===== src/rtl/rotator_arbiter.sv =====
// rotator_arbiter: two-requester round-robin arbiter that shares one 8-bit
// bidirectional rotator. A command is granted in IDLE, rotated in CALC, and
// its result is held in HOLD until the consumer takes it. Per-requester
// saturating grant counters are kept for debug and fairness checks.

// Combinational 8-bit rotator: lr=1 rotates left, lr=0 rotates right,
// by 0..7 positions. Each output bit is a mux over the source bit index.
module Bidirection_Rotation (
   input  logic [7:0] data,
   input  logic       lr,
   input  logic [2:0] amount,
   output logic [7:0] result
);

   genvar gi;
   generate
      for (gi = 0; gi < 8; gi++) begin : g_bit
         localparam logic [2:0] POS = 3'(gi);
         logic [2:0] left_src;
         logic [2:0] right_src;

         // 3-bit index arithmetic wraps modulo 8, which is exactly a rotation
         assign left_src  = POS - amount;
         assign right_src = POS + amount;
         assign result[gi] = lr ? data[left_src] : data[right_src];
      end
   endgenerate

endmodule

module rotator_arbiter #(
   parameter int CNT_W = 8
) (
   input  logic             clk,
   input  logic             rst_n,

   input  logic             req0_valid,
   input  logic [7:0]       req0_data,
   input  logic             req0_lr,
   input  logic [2:0]       req0_amount,
   output logic             req0_ready,

   input  logic             req1_valid,
   input  logic [7:0]       req1_data,
   input  logic             req1_lr,
   input  logic [2:0]       req1_amount,
   output logic             req1_ready,

   output logic             out_valid,
   output logic [7:0]       out_data,
   output logic             out_id,
   input  logic             out_ready,

   output logic             busy,
   output logic [CNT_W-1:0] gnt_cnt0,
   output logic [CNT_W-1:0] gnt_cnt1
);

   typedef enum logic [1:0] {
      IDLE = 2'd0,
      CALC = 2'd1,
      HOLD = 2'd2
   } state_t;

   state_t           state;
   state_t           state_next;

   logic             last;        // requester granted most recently
   logic             winner;      // arbitration result for this cycle
   logic             accept;      // a command is taken on this edge
   logic             is_idle;

   logic [7:0]       op_data;
   logic             op_lr;
   logic [2:0]       op_amt;
   logic [7:0]       rot_result;

   logic [CNT_W-1:0] gnt_cnt [2];

   // The rotator only ever sees registered operands, never live requester inputs
   Bidirection_Rotation u_rot (
      .data   (op_data),
      .lr     (op_lr),
      .amount (op_amt),
      .result (rot_result)
   );

   assign is_idle = (state == IDLE);
   assign busy    = ~is_idle;

   // Arbitration: a lone request wins; on a tie the requester that was not last wins
   always_comb begin
      winner = 1'b0;
      if (req0_valid && req1_valid) begin
         winner = ~last;
      end else if (req1_valid) begin
         winner = 1'b1;
      end
   end

   assign req0_ready = is_idle & req0_valid & ~winner;
   assign req1_ready = is_idle & req1_valid &  winner;
   assign accept     = req0_ready | req1_ready;

   // State register
   always_ff @(posedge clk or negedge rst_n) begin
      if (!rst_n) begin
         state <= IDLE;
      end else begin
         state <= state_next;
      end
   end

   // Next-state: accept -> CALC -> HOLD -> (out_ready) -> IDLE
   always_comb begin
      state_next = state;
      case (state)
         IDLE: if (accept)    state_next = CALC;
         CALC:                state_next = HOLD;
         HOLD: if (out_ready) state_next = IDLE;
         default:             state_next = IDLE;
      endcase
   end

   // Operand capture and grant bookkeeping on accept
   always_ff @(posedge clk or negedge rst_n) begin
      if (!rst_n) begin
         op_data <= 8'h00;
         op_lr   <= 1'b0;
         op_amt  <= 3'd0;
         out_id  <= 1'b0;
         last    <= 1'b1;
      end else if (accept) begin
         op_data <= winner ? req1_data   : req0_data;
         op_lr   <= winner ? req1_lr     : req0_lr;
         op_amt  <= winner ? req1_amount : req0_amount;
         out_id  <= winner;
         last    <= winner;
      end
   end

   // Result register: loaded in CALC, held through HOLD until consumed
   always_ff @(posedge clk or negedge rst_n) begin
      if (!rst_n) begin
         out_valid <= 1'b0;
         out_data  <= 8'h00;
      end else begin
         if (state == CALC) begin
            out_data  <= rot_result;
            out_valid <= 1'b1;
         end else if (state == HOLD && out_ready) begin
            out_valid <= 1'b0;
         end
      end
   end

   // Per-requester grant counters, saturating at all ones
   genvar gi;
   generate
      for (gi = 0; gi < 2; gi++) begin : g_cnt
         localparam logic ID = 1'(gi);

         // Count a grant to this requester unless already saturated
         always_ff @(posedge clk or negedge rst_n) begin
            if (!rst_n) begin
               gnt_cnt[gi] <= '0;
            end else if (accept && (winner == ID) && (gnt_cnt[gi] != {CNT_W{1'b1}})) begin
               gnt_cnt[gi] <= gnt_cnt[gi] + {{(CNT_W-1){1'b0}}, 1'b1};
            end
         end
      end
   endgenerate

   assign gnt_cnt0 = gnt_cnt[0];
   assign gnt_cnt1 = gnt_cnt[1];

endmodule

===== config.mk =====
export PLATFORM = sky130hd
export DESIGN_NAME = rotator_arbiter
export DESIGN_NICKNAME = d
export VERILOG_FILES = /design/src/rtl/rotator_arbiter.sv
export SDC_FILE = /design/constraint.sdc
export NUM_CORES = 1
export LEC_CHECK = 0
export CAP_MARGIN = 30
export CELL_PAD_IN_SITES_DETAIL_PLACEMENT = 1
export CELL_PAD_IN_SITES_GLOBAL_PLACEMENT = 1
export CORE_UTILIZATION = 42
export DETAILED_ROUTE_END_ITERATION = 8
export PLACE_DENSITY_LB_ADDON = 0.1
export SYNTH_ARGS = -nofsm -noshare
export SYNTH_HDL_FRONTEND = slang
export SYNTH_HIERARCHICAL = 1
export SYNTH_SLANG_ARGS = --single-unit

===== constraint.sdc =====
create_clock -name clk -period 5.1 [get_ports clk]
set_input_delay 1.53 -clock clk [delete_from_list [all_inputs] [get_ports clk]]
set_output_delay 1.53 -clock clk [all_outputs]
set_load 0.05 [all_outputs]

==> key figures, run 1 <==
Logic synthesis
  – Cell area after synthesis: between 2000 and 3000 um2
  – Count of yosys warnings during synthesis: 6
  – Top-count cell post-synth: sky130_fd_sc_hd__dfrtp_1
  – Nets in the synthesized netlist: 297
  – Number of enable flip-flop cells after synthesis: 0
  – Biggest area consumer among synthesized cells: sky130_fd_sc_hd__dfrtp_1
  – Share of the synthesized area in the top cell type: 37.8%
  – Part of the Yosys area used for sequential elements: 38.8%
  – Main area contributors after synthesis: sky130_fd_sc_hd__dfrtp_1 38%, sky130_fd_sc_hd__mux2i_1 9.1%, sky130_fd_sc_hd__mux2_2 6.4%, sky130_fd_sc_hd__nand2_1 5.0%, sky130_fd_sc_hd__a21oi_1 3.2%
  – Top cell types by occurrence after synthesis: 40 x sky130_fd_sc_hd__dfrtp_1, 35 x sky130_fd_sc_hd__nand2_1, 24 x sky130_fd_sc_hd__mux2i_1
  – Most used DFF post-synth: sky130_fd_sc_hd__dfrtp_1
  – Synth Area per Inst: between 10 and 15 um2
  – Cell variety after synth: 46
  – Cell count after synthesis: 264
  – Number of flip-flops and latches in the synthesized netlist: between 40 and 50
  – Async set or reset register ratio after synthesis: between 90% and 100%

Finish
  – Area Growth Syn to Fin: 26.5%
  – Fraction of final layout cells with drive strength greater than 1: approximately 16%
  – Net count of the finished layout: ~350
  – Design area: roughly 3400 um2
  – Final core area utilization: 56.0%
  – # diodes: 0

Clocking
  – Number of buffers inserted for hold repair after clock tree synthesis: 0
  – TritonCTS clock tree: built
  – Count of cells resized by post-cts repair: 0
  – TritonCTS buffer count: 5
  – Post-CTS repair timing setup buffer count: 0
  – CTS sink cnt: about 40
  – Root Driver: sky130_fd_sc_hd__clkbuf_8
  – Maximum count of clock buffers along a single path: 2
  – CTS HTree Levels: 2
  – Clock network latency to the later pin of the worst-skew pair: about 0.30 ns
  – Clock transition time at the flip-flop clock pins of the worst setup and hold paths: about 0.080 ns

Global routing
  – Wire length of the first global-routing pass: between 10000 and 15000 um
  – Met3 GRT Util: 4.00%
  – Global routing met1 resource utilization: approximately 29%
  – Number of antenna violations at the first check in global routing: 0
  – Pin count of the biggest net entering global routing: 42
  – Via count of the first global-routing pass: roughly 2200
  – Layer with the highest usage after global routing: met2
  – Total overflow reported by the global router: 0
  – GRT Overall Usage: 21.8%
  – Met2 Resource Use GR: between 30% and 40%

Routing
  – Average wire per cell in the routed design: 16.5 um
  – Average vias per placed instance: ~5.4
  – Pre-Repair DR Iteration Count: 4
  – Detailed Route Iter0 Violations: between 60 and 70
  – Drc violations: 0
  – Via count: approximately 2100
  – Post-route ant nets: 0
  – DRT Wirelength: approximately 6500 um

Die
  – Row count: 28
  – Total core area: ~6000 um2
  – Die Outline Area: 6630 um2
  – Effective utilization at floorplan: 44.2%
  – Ports placed on the boundary: 58
  – Die W: approximately 81 um
  – Die span in y: 81.4 um

Timing
  – Aggregate negative setup slack: 0 ns
  – Max Fclk: 228 MHz
  – Fin Clk Skew: 0.00561 ns
  – Time the worst path needs with I/O delays and setup: around 4.4 ns
  – Transition time at the pin with the least slew margin: about 0.92 ns
  – Final cycle utilization of the critical path: a little under nine tenths
  – Setup violation total in the final timing report: 0
  – Setup repair after global routing missed its margin: no
  – WHS: 0.476 ns
  – Max_slew headroom: around two fifths
  – Final Max Tran Viols: 0
  – Final hold viol count: 0

Setup path
  – Worst-path cell chain: clkdlybuf4s50_1 -> a21boi_1 -> buf_4 -> nand2_1 -> inv_1 -> buf_12
  – Worst path buffer plus inverter count: 4
  – Required time worst endpoint: ~3.6 ns
  – CP max stage cell: sky130_fd_sc_hd__clkdlybuf4s50_1
  – Longest individual stage delay on the worst path: between 0.5 and 0.6 ns
  – Worst Path Class, Setup: in2out
  – CP delay by family, top: buffers and inverters
  – Signal arrival time at the worst endpoint: 2.86 ns
  – Type of element capturing the critical path: primary output
  – Critical path startpoint category: input pin
  – Maximum fanout encountered on the critical timing path: 14

Power and ir drop
  – Power density over cell area: between 700 and 800 nW/um2
  – Static Leakage: about 0.0014 uW
  – Maximum ir drop on the vdd rail: about 0.42 mV

Placed design
  – Gpl congestion: a little under 0.8
  – Number of input and output port buffers inserted: 57
  – Post-DP Area: between 3000 and 4000 um2
  – Half-perimeter wire length of the detailed placement result: approximately 5000 um

Worst hold path
  – Worst Hold Class: reg2reg

Run
  – Max-Cap Viols: 0

Run status
  – Outcome: completed
==> worst min-delay path: cells and delay by family, from the launching register on <==
family / cells / cell delay (ns)
DFF: 1 / 0.35
and+or+nand+nor: 2 / 0.10
==> worst paths after layout <==
path                       slack, ns  cells after the start       start          end
setup / recovery                0.71                      6  req1_valid   req1_ready
hold / removal                  0.48                      2      out_id       out_id
setup reg to reg                2.55                      7   op_amt[1]  out_data[0]
hold reg to reg                 0.48                      2      out_id       out_id
max in group asynchronous       3.17                      1       rst_n  gnt_cnt0[2]
min in group asynchronous       1.37                      1       rst_n   op_data[7]
==> flip-flops by register name, indices dropped and copies added (netlist names) <==
| signal | flops |
|---|---|
| gnt_cnt0 | 8 |
| gnt_cnt1 | 8 |
| last | 1 |
| op_amt | 3 |
| op_data | 8 |
| op_lr | 1 |
| out_data | 8 |
| out_id | 1 |
| out_valid | 1 |
| state | 2 |
==> placed cells by master, fill, tap and decap left out, types with 4 or more instances in the layout <==
cell type / count
sky130_fd_sc_hd__clkbuf_8: 6
sky130_fd_sc_hd__mux2i_1: 24
sky130_fd_sc_hd__nand2b_1: 4
sky130_fd_sc_hd__mux2_4: 4
sky130_fd_sc_hd__xnor2_1: 7
sky130_fd_sc_hd__nor2_1: 20
sky130_fd_sc_hd__and2_1: 8
sky130_fd_sc_hd__inv_1: 5
sky130_fd_sc_hd__nand2_1: 35
sky130_fd_sc_hd__a21oi_1: 17
sky130_fd_sc_hd__dfrtp_1: 40
sky130_fd_sc_hd__xor2_1: 4
sky130_fd_sc_hd__nand4_1: 7
sky130_fd_sc_hd__clkdlybuf4s50_1: 54
sky130_fd_sc_hd__o22ai_1: 8
sky130_fd_sc_hd__mux2_2: 15
sky130_fd_sc_hd__a221oi_1: 6
sky130_fd_sc_hd__a31oi_1: 12
sky130_fd_sc_hd__ha_1: 4
==> through the flow <==
step | total power (uW) | setup slack [ns] | instances
floorplan | 1950 | 1.31 | 264
global placement | 2340 | 0.768 | 388
detailed placement | 2400 | 0.703 | 388
CTS | 2640 | 0.696 | 396
global route | 2800 | 0.630 | 396
finish | 2620 | 0.711 | 396
==> area by class of cell <==
cell class	count	area, um2
clock buffer	6	82.6
clock inverter	2	13.8
fill	683	2640
inverter	6	22.5
multi-input combinational	208	1530
sequential	41	1030
tap	75	93.8
timing repair buffer	58	581
==> routing by layer <==
metal,vias up,routed length [um]
li1,1058,-
met1,1037,3090
met2,42,3200
met3,4,198
met4,0,48
met5,-,0
==> kinds of logic (layout without fill, tap and decap cells) <==
kind of cell               count (synthesis)  in the layout  share of synthesized area (%)
AOI/OAI and AO/OA                         52             52                           13.6
xor gates and xnor gates                  15             15                           6.09
adders and majority gates                  4              4                           1.89
buffers and inverters                     15             72                           3.40
DFF                                       41             41                           38.8
muxes                                     45             45                           18.6
and+or+nand+nor                           92             92                           17.7
==> report_power, final <==
group	internal, uW	total, uW	switching (uW)	leakage (uW)
Clock	110	226	116	0.0000512
Combinational	731	1700	968	0.000905
Sequential	470	692	222	0.000485
Total	1310	2620	1310	0.00144
(Power assumes the default switching activity.)
==> run 2: changes to the inputs <==
--- a/config.mk
+++ b/config.mk
@@ -5,12 +5,14 @@
 export SDC_FILE = /design/constraint.sdc
 export NUM_CORES = 1
 export LEC_CHECK = 0
+export ABC_AREA = 1
 export CAP_MARGIN = 30
 export CELL_PAD_IN_SITES_DETAIL_PLACEMENT = 1
 export CELL_PAD_IN_SITES_GLOBAL_PLACEMENT = 1
-export CORE_UTILIZATION = 42
+export CORE_UTILIZATION = 38
 export DETAILED_ROUTE_END_ITERATION = 8
 export PLACE_DENSITY_LB_ADDON = 0.1
+export RECOVER_POWER = 100
 export SYNTH_ARGS = -nofsm -noshare
 export SYNTH_HDL_FRONTEND = slang
 export SYNTH_HIERARCHICAL = 1
==> run 2 against run 1 <==
Compared with the run above: the flow now finishes with violations (max-capacitance violations, max-slew violations); fmax down 5.6%; register-to-register slack improved by 0.20 ns; clock skew rose by 0.0047 ns; first-iteration DRC count increased by 81%; design area up 3.4%; synthesized cell count up 65%; die area grew 15%; critical endpoint is now req0_ready; highest routed layer unchanged.
==> key figures, run 2 <==
Run status
  – Outcome: finished, violations left
  – Failing checks: max-capacitance violations, max-slew violations

Clocking
  – Post-CTS repair timing setup buffer count: 0
  – TritonCTS buffer count: 5
  – Root Driver: sky130_fd_sc_hd__clkbuf_8
  – CTS sink cnt: 41
  – Count of cells resized by post-cts repair: 0
  – Clock network latency to the later pin of the worst-skew pair: roughly 0.30 ns
  – TritonCTS clock tree: built
  – Clock transition time at the flip-flop clock pins of the worst setup and hold paths: 0.08 ns
  – Number of buffers inserted for hold repair after clock tree synthesis: 0
  – Maximum count of clock buffers along a single path: 2
  – CTS HTree Levels: 2

Power and ir drop
  – Psw: 1290 uW
  – Clock group share of total power: roughly a tenth
  – Maximum ir drop on the vdd rail: about 0.23 mV
  – Total power consumption of the routed design: 2290 uW
  – Power density over cell area: approximately 660 nW/um2
  – Power share of the combinational group: approximately 64%
  – Part of the power in registers: between 20% and 30%
  – Static Leakage: approximately 0.0019 uW
  – P_int: 1000 uW
  – Switching portion of total power: 56.2%

Setup path
  – Type of element capturing the critical path: primary output
  – Signal arrival time at the worst endpoint: approximately 3.1 ns
  – Required time worst endpoint: between 3 and 4 ns
  – Longest individual stage delay on the worst path: 0.60 ns
  – Worst Path Class, Setup: in2out
  – Maximum fanout encountered on the critical timing path: 15
  – Critical path startpoint category: input pin
  – Start point of the critical path: req0_valid
  – CP max stage cell: sky130_fd_sc_hd__dlygate4sd3_1
  – Flop-to-flop setup slack: 2.75 ns
  – Beginning of the worst register-to-register path: op_amt[1]
  – Depth of the worst register-to-register path: 10
  – CP delay by family, top: buffers and inverters
  – Worst path buffer plus inverter count: 3
  – Worst reg2reg path endpoint: out_data[3]
  – Worst-path cell chain: dlygate4sd3_1 -> nand2_1 -> nand2_2 -> inv_2 -> nor2_1 -> buf_12

Timing
  – WHS: approximately 0.47 ns
  – Aggregate negative setup slack: 0 ns
  – Max_slew headroom: -44.6%
  – Final Max Tran Viols: 39
  – Time the worst path needs with I/O delays and setup: roughly 4.6 ns
  – Final cycle utilization of the critical path: between 90% and 100%
  – Max Fclk: 215 MHz
  – Setup violation total in the final timing report: 0
  – Final hold viol count: 0
  – Transition time at the pin with the least slew margin: around 2.2 ns
  – Fin Clk Skew: between 0.01 and 0.015 ns
  – Setup WS post-layout: about 0.45 ns
  – Setup repair after global routing missed its margin: no

Placed design
  – Gpl congestion: 0.814
  – Half-perimeter wire length of the detailed placement result: between 6000 and 7000 um
  – Number of input and output port buffers inserted: 57
  – Worst slack after detailed placement: between 0.5 and 0.6 ns

Logic synthesis
  – Cell count after synthesis: about 440
  – Top-count cell post-synth: sky130_fd_sc_hd__nand2_1
  – Cell variety after synth: 23
  – Count of yosys warnings during synthesis: 6
  – Top cell types by occurrence after synthesis: 240 x sky130_fd_sc_hd__nand2_1, 73 x sky130_fd_sc_hd__nand3_1, 40 x sky130_fd_sc_hd__dfrtp_1
  – Part of the Yosys area used for sequential elements: around 37%
  – Biggest area consumer among synthesized cells: sky130_fd_sc_hd__dfrtp_1
  – Cell area after synthesis: about 2800 um2
  – Most used DFF post-synth: sky130_fd_sc_hd__dfrtp_1
  – Number of enable flip-flop cells after synthesis: 0
  – Nets in the synthesized netlist: roughly 470
  – Share of the synthesized area in the top cell type: roughly 36%
  – Main area contributors after synthesis: sky130_fd_sc_hd__dfrtp_1 36%, sky130_fd_sc_hd__nand2_1 33%, sky130_fd_sc_hd__nand3_1 13%, sky130_fd_sc_hd__inv_1 2.6%, sky130_fd_sc_hd__nand2_2 2.3%
  – Number of flip-flops and latches in the synthesized netlist: slightly above 40
  – Synth Area per Inst: roughly 6.4 um2
  – Async set or reset register ratio after synthesis: 100%

Routing
  – Average wire per cell in the routed design: approximately 14 um
  – Detailed Route Iter0 Violations: 121
  – Post-route ant nets: 0
  – Via count: slightly below 3000
  – Pre-Repair DR Iteration Count: 4
  – Average vias per placed instance: approximately 5
  – DRT Wirelength: approximately 8000 um
  – Drc violations: 0

Finish
  – Most frequent cells in the layout: 242 x sky130_fd_sc_hd__nand2_1, 73 x sky130_fd_sc_hd__nand3_1, 40 x sky130_fd_sc_hd__dfrtp_1, 29 x sky130_fd_sc_hd__dlygate4sd3_1, 25 x sky130_fd_sc_hd__clkdlybuf4s50_1
  – Fraction of final layout cells with drive strength greater than 1: 5.89%
  – Area Growth Syn to Fin: 25.2%
  – # diodes: 0
  – Net count of the finished layout: 524
  – Final core area utilization: between 50% and 60%
  – Most frequent standard cell in the layout excluding fill and tap cells: sky130_fd_sc_hd__nand2_1

Global routing
  – Number of antenna violations at the first check in global routing: 0
  – Via count of the first global-routing pass: about 3000
  – Total overflow reported by the global router: 0
  – Wire length of the first global-routing pass: approximately 14000 um
  – GRT Overall Usage: 23.2%
  – Pin count of the biggest net entering global routing: 42

Worst hold path
  – Hold-critical path depth: 2
  – Worst Hold Class: reg2reg
  – Worst hold path endpoint: out_data[6]
  – Startpoint of the worst hold path: out_data[6]

Die
  – Die span in y: about 87 um
  – Row count: 30
  – Die W: 87.3 um
  – Die Outline Area: roughly 7600 um2
  – Total core area: ~6900 um2
  – Effective utilization at floorplan: around 40%
  – Ports placed on the boundary: 58

Run
  – Max-Cap Viols: 1
run 2: cell types whose count changed in the layout (fill, tap and decap cells not counted), moves of 15 or more:
cell,previous run,this run
sky130_fd_sc_hd__nand2_1,35,242
sky130_fd_sc_hd__nand3_1,3,73
sky130_fd_sc_hd__clkdlybuf4s50_1,54,25
sky130_fd_sc_hd__dlygate4sd3_1,0,29
sky130_fd_sc_hd__mux2i_1,24,0
sky130_fd_sc_hd__a21oi_1,17,0
sky130_fd_sc_hd__inv_1,5,22
sky130_fd_sc_hd__mux2_2,15,0
run 2: kinds of logic after synthesis:
kind of cell,after synthesis,share of synthesized area (%)
flops,41,37.1
compound gates,6,1.18
simple gates,340,51.5
fa+ha+maj,4,1.81
xor+xnor,6,1.90
buf+inv,38,6.47
run 2: stage by stage:
stage	instances	area, um2
6_report	588	3460
5_1_grt	588	3460
4_1_cts	586	3480
3_5_place_dp	578	3400
3_3_place_gp	578	3400
2_1_floorplan	435	2770
run 2: final cells by class:
class / instances / area (um2)
Inverter: 28 / 111
Clock inverter: 3 / 17.5
Fill cell: 929 / 3440
Clock buffer: 5 / 68.8
Timing Repair Buffer: 59 / 579
Multi-Input combinational cell: 356 / 1540
Sequential cell: 41 / 1030
Tap cell: 96 / 120
run 2: worst min-delay path, delay by kind of cell, from the launching register on:
family           cells  cell delay, ns
AND/OR/NAND/NOR      2            0.10
flip-flops           1            0.34
run 2: power groups by stage:
stage               registers, uW  clock network (uW)  logic, uW
floorplan                     770                   0        927
global placement              608                   0       1470
detailed placement            615                   0       1500
CTS                           611                 225       1510
global route                  626                 242       1650
finish                        606                 217       1460
run 2: worst max path at each step:
| stage | end | slack (ns) | cells after the start |
|---|---|---|---|
| global route | req0_ready | 0.31 | 6 |
| global placement | req0_ready | 0.62 | 6 |
| floorplan | req0_ready | 1.37 | 4 |
| CTS | req0_ready | 0.54 | 6 |
| detailed placement | req0_ready | 0.55 | 6 |
| finish | req0_ready | 0.45 | 6 |
run 2: metal layers:
layer / track usage (%) / share of wire (%) / vias to the layer above
met1: 29.2 / 46 / 1399
met3: 3.41 / 2.5 / 11
met2: 40.6 / 50 / 45
li1: - / - / 1474
met4: 7.30 / 1.5 / 0
met5: 0 / 0 / -
==> edit 1 (settings of run 2) <==
Register the outputs `gnt_cnt0` and `gnt_cnt1`, cleared by the reset; this adds one clock of latency there. The other outputs are not delayed to match.
--- a/src/rtl/rotator_arbiter.sv
+++ b/src/rtl/rotator_arbiter.sv
@@ -173,4 +173,11 @@
 
-   assign gnt_cnt0 = gnt_cnt[0];
-   assign gnt_cnt1 = gnt_cnt[1];
+   always_ff @(posedge clk or negedge rst_n) begin
+      if (!rst_n) begin
+         gnt_cnt0 <= '0;
+         gnt_cnt1 <= '0;
+      end else begin
+         gnt_cnt0 <= gnt_cnt[0];
+         gnt_cnt1 <= gnt_cnt[1];
+      end
+   end
 
Check against the original RTL: not equivalent (Yosys sat finds a counterexample within 4 cycles, from zero or initial values and one cycle with rst_n low).
==> edit 1 against run 2 <==
The flow still finishes with violations (capacitance limit, slew limit). Design area grew 16%. Total power rose by 18%. Highest routed layer unchanged. Register-to-register slack got worse by 0.13 ns. Via count up 2.8%. Synthesized area increased by 15%. Worst setup slack worse by 0.028 ns. Sequential cell count increased by 16. Routed wire length grew 6.1%.
==> edit 1: results (changes against run 2) <==
qor: timing.fin_worst_skew 0.00588 ns [-0.00446 ns]
qor: layout.num_antenna_cells 0 [unchanged]
qor: timing.worst_slew_margin_rel -0.323 [+0.122]
qor: hold_path.hold-path-endpoint gnt_cnt0[1]$_DFF_PN0_
qor: layout.drive_gt1_frac 0.0802 [+0.0212]
qor: timing.fin_ws 0.422 ns [-0.0280 ns]
qor: clock_network.clkTransAtPathRegs 0.07 ns
qor: power.max-vdd-ir-drop 0.313 mV [+35%]
qor: yosys.yosysSeqAreaShare 0.450 [+0.0784]
qor: run_status.violations capacitance limit, slew limit
qor: hold_path.whs_path_depth 0 [-2]
qor: worst_setup_path.worst_r2r_endpoint out_data[7]$_DFFE_PN0P_
qor: detailed_routing.viasPerCell 5.01 [+0.58%]
qor: yosys.ys_top_cells_by_area dfrtp_1 (44%), nand2_1 (25%), nand3_1 (12%)
qor: placement.dp_hpwl 6440 µm [+3.9%]
qor: worst_setup_path.critPathCapture req1_ready
qor: detailed_routing.first_iter_violations 112 [-7.4%]
qor: yosys.synth_top_flop_cell dfrtp_1
qor: power.internal_power 1.38 mW [+38%]
qor: yosys.synthArstFlopShare 1.00 [unchanged]
qor: hold_path.worst_hold_path_type register to register
qor: placement.numPortBuffers 57 [unchanged]
qor: worst_setup_path.critical-path-slowest-cell dlygate4sd3_1
qor: yosys.synth_net_count 468 [unchanged]
qor: placement.post-place-ws 0.663 ns [+0.111 ns]
qor: worst_setup_path.worstPathArrival 3.15 ns [+0.03 ns]
qor: clock_network.cts.path.max_buffers 2 [unchanged]
qor: global_routing.grt_start_max_net_pins 37 [-12%]
qor: global_routing.track_usage 0.217 [-0.0143]
qor: clock_network.cts_buffers 9 [+4]
qor: global_routing.antenna_found_initial 0 [unchanged]
qor: global_routing.first_pass_grt_wire_length 14700 µm [+6.3%]
qor: yosys.synth-edff-count 0 [unchanged]
qor: layout.final_net_count 528 [+0.76%]
qor: global_routing.first_global_vias 3197 [+7.1%]
qor: layout.n_fill_cell 996 [+7.2%]
qor: run_status.run_status finished, violations left
qor: worst_setup_path.r2r_slack 2.62 ns [-0.13 ns]
qor: clock_network.ctsHtreeMaxLevel 3 [+1]
qor: yosys.synth_warnings 6 [unchanged]
qor: job.timing.max_cap.violations 1 [unchanged]
qor: power.total_leakage_power 2.12 nW [+14%]
qor: worst_setup_path.r2r_cells 9 [-1]
qor: clock_network.clock_insertion_delay_worst_skew 0.33 ns [+0.03 ns]
qor: detailed_routing.route.final.wire_length 8480 µm [+6.1%]
qor: hold_path.holdCritStartpoint gnt_cnt[9]$_DFFE_PN0P_
qor: yosys.synth_top_area_share 0.441 [+0.0796]
qor: placement.place.gp.congestion 0.829 [+1.9%]
qor: timing.report.final.slew_viol_count 37 [-5.1%]
qor: yosys.synthTopCellsByCount nand2_1 (215), nand3_1 (73), dfrtp_1 (56)
qor: yosys.post_synth_num_cell_types 24 [+4.3%]
qor: detailed_routing.number_of_detailed_routing_iterations_run_before_antenna_repair 4 [unchanged]
-- edit 1: kinds of logic after synthesis --
family          synth area share
mux                       0.0284
fa+ha+maj                 0.0158
compound gates            0.0102
xor+xnor                  0.0166
flops                      0.450
buf+inv                   0.0548
simple gates               0.425
-- edit 1: power by group through the flow --
stage | logic (mW) | registers, mW | clock network (mW)
after floorplan | 0.937 | 0.948 | 0
after global placement | 1.48 | 0.786 | 0
after detailed placement | 1.52 | 0.791 | 0
after CTS | 1.53 | 0.787 | 0.479
after global routing | 1.64 | 0.806 | 0.498
final | 1.47 | 0.778 | 0.465
-- edit 1: cell type report --
class / count / area (µm²) / area share
multi-input combinational: 340 / 1550 / 0.386
sequential: 57 / 1430 / 0.357
timing repair buffer: 59 / 576 / 0.144
clock buffer: 10 / 138 / 0.0344
tap: 102 / 128 / 0.0319
inverter: 28 / 110 / 0.0275
clock inverter: 5 / 80.1 / 0.0200
-- edit 1: stage by stage --
step	instances	hold WS [ns]	utilization	power [mW]	cell area, µm²
after floorplan	435	0.398	-	1.88	3170
after global placement	585	0.417	0.484	2.26	3820
after detailed placement	586	0.443	0.487	2.32	3840
after CTS	601	0.459	0.514	2.80	4060
after global routing	601	0.471	0.508	2.95	4000
final	601	0.454	0.508	2.71	4000
-- edit 1: critical path: cells and delay by family --
kind / cells / cell delay (ns)
AND/OR/NAND/NOR: 3 / 0.51
buffers and inverters: 2 / 1.10
-- edit 1: routing by layer --
metal  routed length (µm)  GRT usage  vias to the layer above
met5                    0          0                        -
met4                  144     0.0846                        0
met3                  282     0.0325                       10
met2                 4210      0.380                       44
met1                 3840      0.269                     1463
li1                     -          -                     1494
==> edit 2 (flow settings as in run 2) <==
Without the edit above. `CNT_W`: 8 -> 9.
--- a/src/rtl/rotator_arbiter.sv
+++ b/src/rtl/rotator_arbiter.sv
@@ -31,3 +31,3 @@
 module rotator_arbiter #(
-   parameter int CNT_W = 8
+   parameter int CNT_W = 9
 ) (
Interface: changed (resized gnt_cnt0 and gnt_cnt1); port bits go from 58 to 60. No check against the original RTL was run, so the function may have changed too.
==> edit 2 against run 2 <==
The flow still finishes with violations (capacitance limit, slew limit). Critical endpoint unchanged. Total power grew 7.9%. Sequential power grew 5.3%. Design area grew 4.4%. Maximum frequency grew 1.7%. Critical path depth is the same. Synthesized area grew 4.1%. Worst setup slack gained 0.078 ns. Largest cell class unchanged. Sequential cell count grew 2. Routed wire length grew 6.6%.
==> edit 2: results (changes against run 2) <==
qor: run_status.violations capacitance limit, slew limit
qor: global_routing.grtUsageMet2 0.429 [+0.0224]
qor: global_routing.first_pass_grt_wire_length 14300 µm [+3.7%]
qor: global_routing.first_global_vias 3149 [+5.5%]
qor: yosys.synth_fa_ha_area_frac 0.0261 [+0.00797]
qor: timing.fin_ws 0.528 ns [+0.0777 ns]
qor: yosys.post_synth_num_cell_types 25 [+8.7%]
qor: job.timing.max_cap.violations 1 [unchanged]
qor: power.p_comb 1.50 mW [+3%]
qor: run_status.run_status finished, violations left
qor: layout.drive_gt1_frac 0.0532 [-0.00577]
qor: worst_setup_path.peak_per_stage_delay_on_the_critical_path 0.58 ns [-0.02 ns]
qor: global_routing.track_usage 0.234 [+0.00191]
qor: detailed_routing.routed-via-count 2975 [+1.6%]
qor: yosys.synth_compound_area_frac 0.00999 [-0.00177]
qor: timing.report.final.slew_viol_count 34 [-13%]
qor: yosys.yosysSeqAreaShare 0.374 [+0.00270]
qor: yosys.synth_xor_area_frac 0.0243 [+0.00533]
qor: placement.place.gp.congestion 0.902 [+11%]
qor: timing.worst_pin_slew 1.85 ns [-0.321 ns]
qor: worst_setup_path.critical_path.reg2reg.startpoint gnt_cnt0[1]$_DFFE_PN0P_
qor: worst_setup_path.r2r_cells 11 [+1]
qor: placement.post-place-ws 0.687 ns [+0.135 ns]
qor: power.total_leakage_power 1.92 nW [+3.0%]
qor: detailed_routing.routedWlPerCell 14.5 µm [+6.6%]
qor: timing.fin_worst_skew 0.0115 ns [+0.00113 ns]
qor: detailed_routing.first_iter_violations 83 [-31%]
qor: worst_setup_path.worstPathArrival 3.04 ns [-0.08 ns]
qor: yosys.ys_top_cells_by_area dfrtp_1 (36%), nand2_1 (29%), nand3_1 (15%)
qor: global_routing.grt_start_max_net_pins 34 [-19%]
==> edit 2: cell type report <==
cell class / instances / area, µm²
multi-input combinational: 354 / 1590
sequential: 43 / 1080
clock inverter: 3 / 67.6
fill: 1004 / 3680
tap: 99 / 124
inverter: 24 / 95.1
clock buffer: 5 / 68.8
timing repair buffer: 60 / 592
==> edit 2: worst min path at each step <==
stage                                    to               startpoint  slack (ns)
floorplan                  last$_DFFE_PN1N_         last$_DFFE_PN1N_        0.45
global placement    out_data[3]$_DFFE_PN0P_  out_data[3]$_DFFE_PN0P_        0.45
detailed placement  out_data[7]$_DFFE_PN0P_  out_data[7]$_DFFE_PN0P_        0.46
CTS                 out_data[7]$_DFFE_PN0P_  out_data[7]$_DFFE_PN0P_        0.48
global route        out_data[1]$_DFFE_PN0P_  out_data[1]$_DFFE_PN0P_        0.49
finish              out_data[7]$_DFFE_PN0P_  out_data[7]$_DFFE_PN0P_        0.47
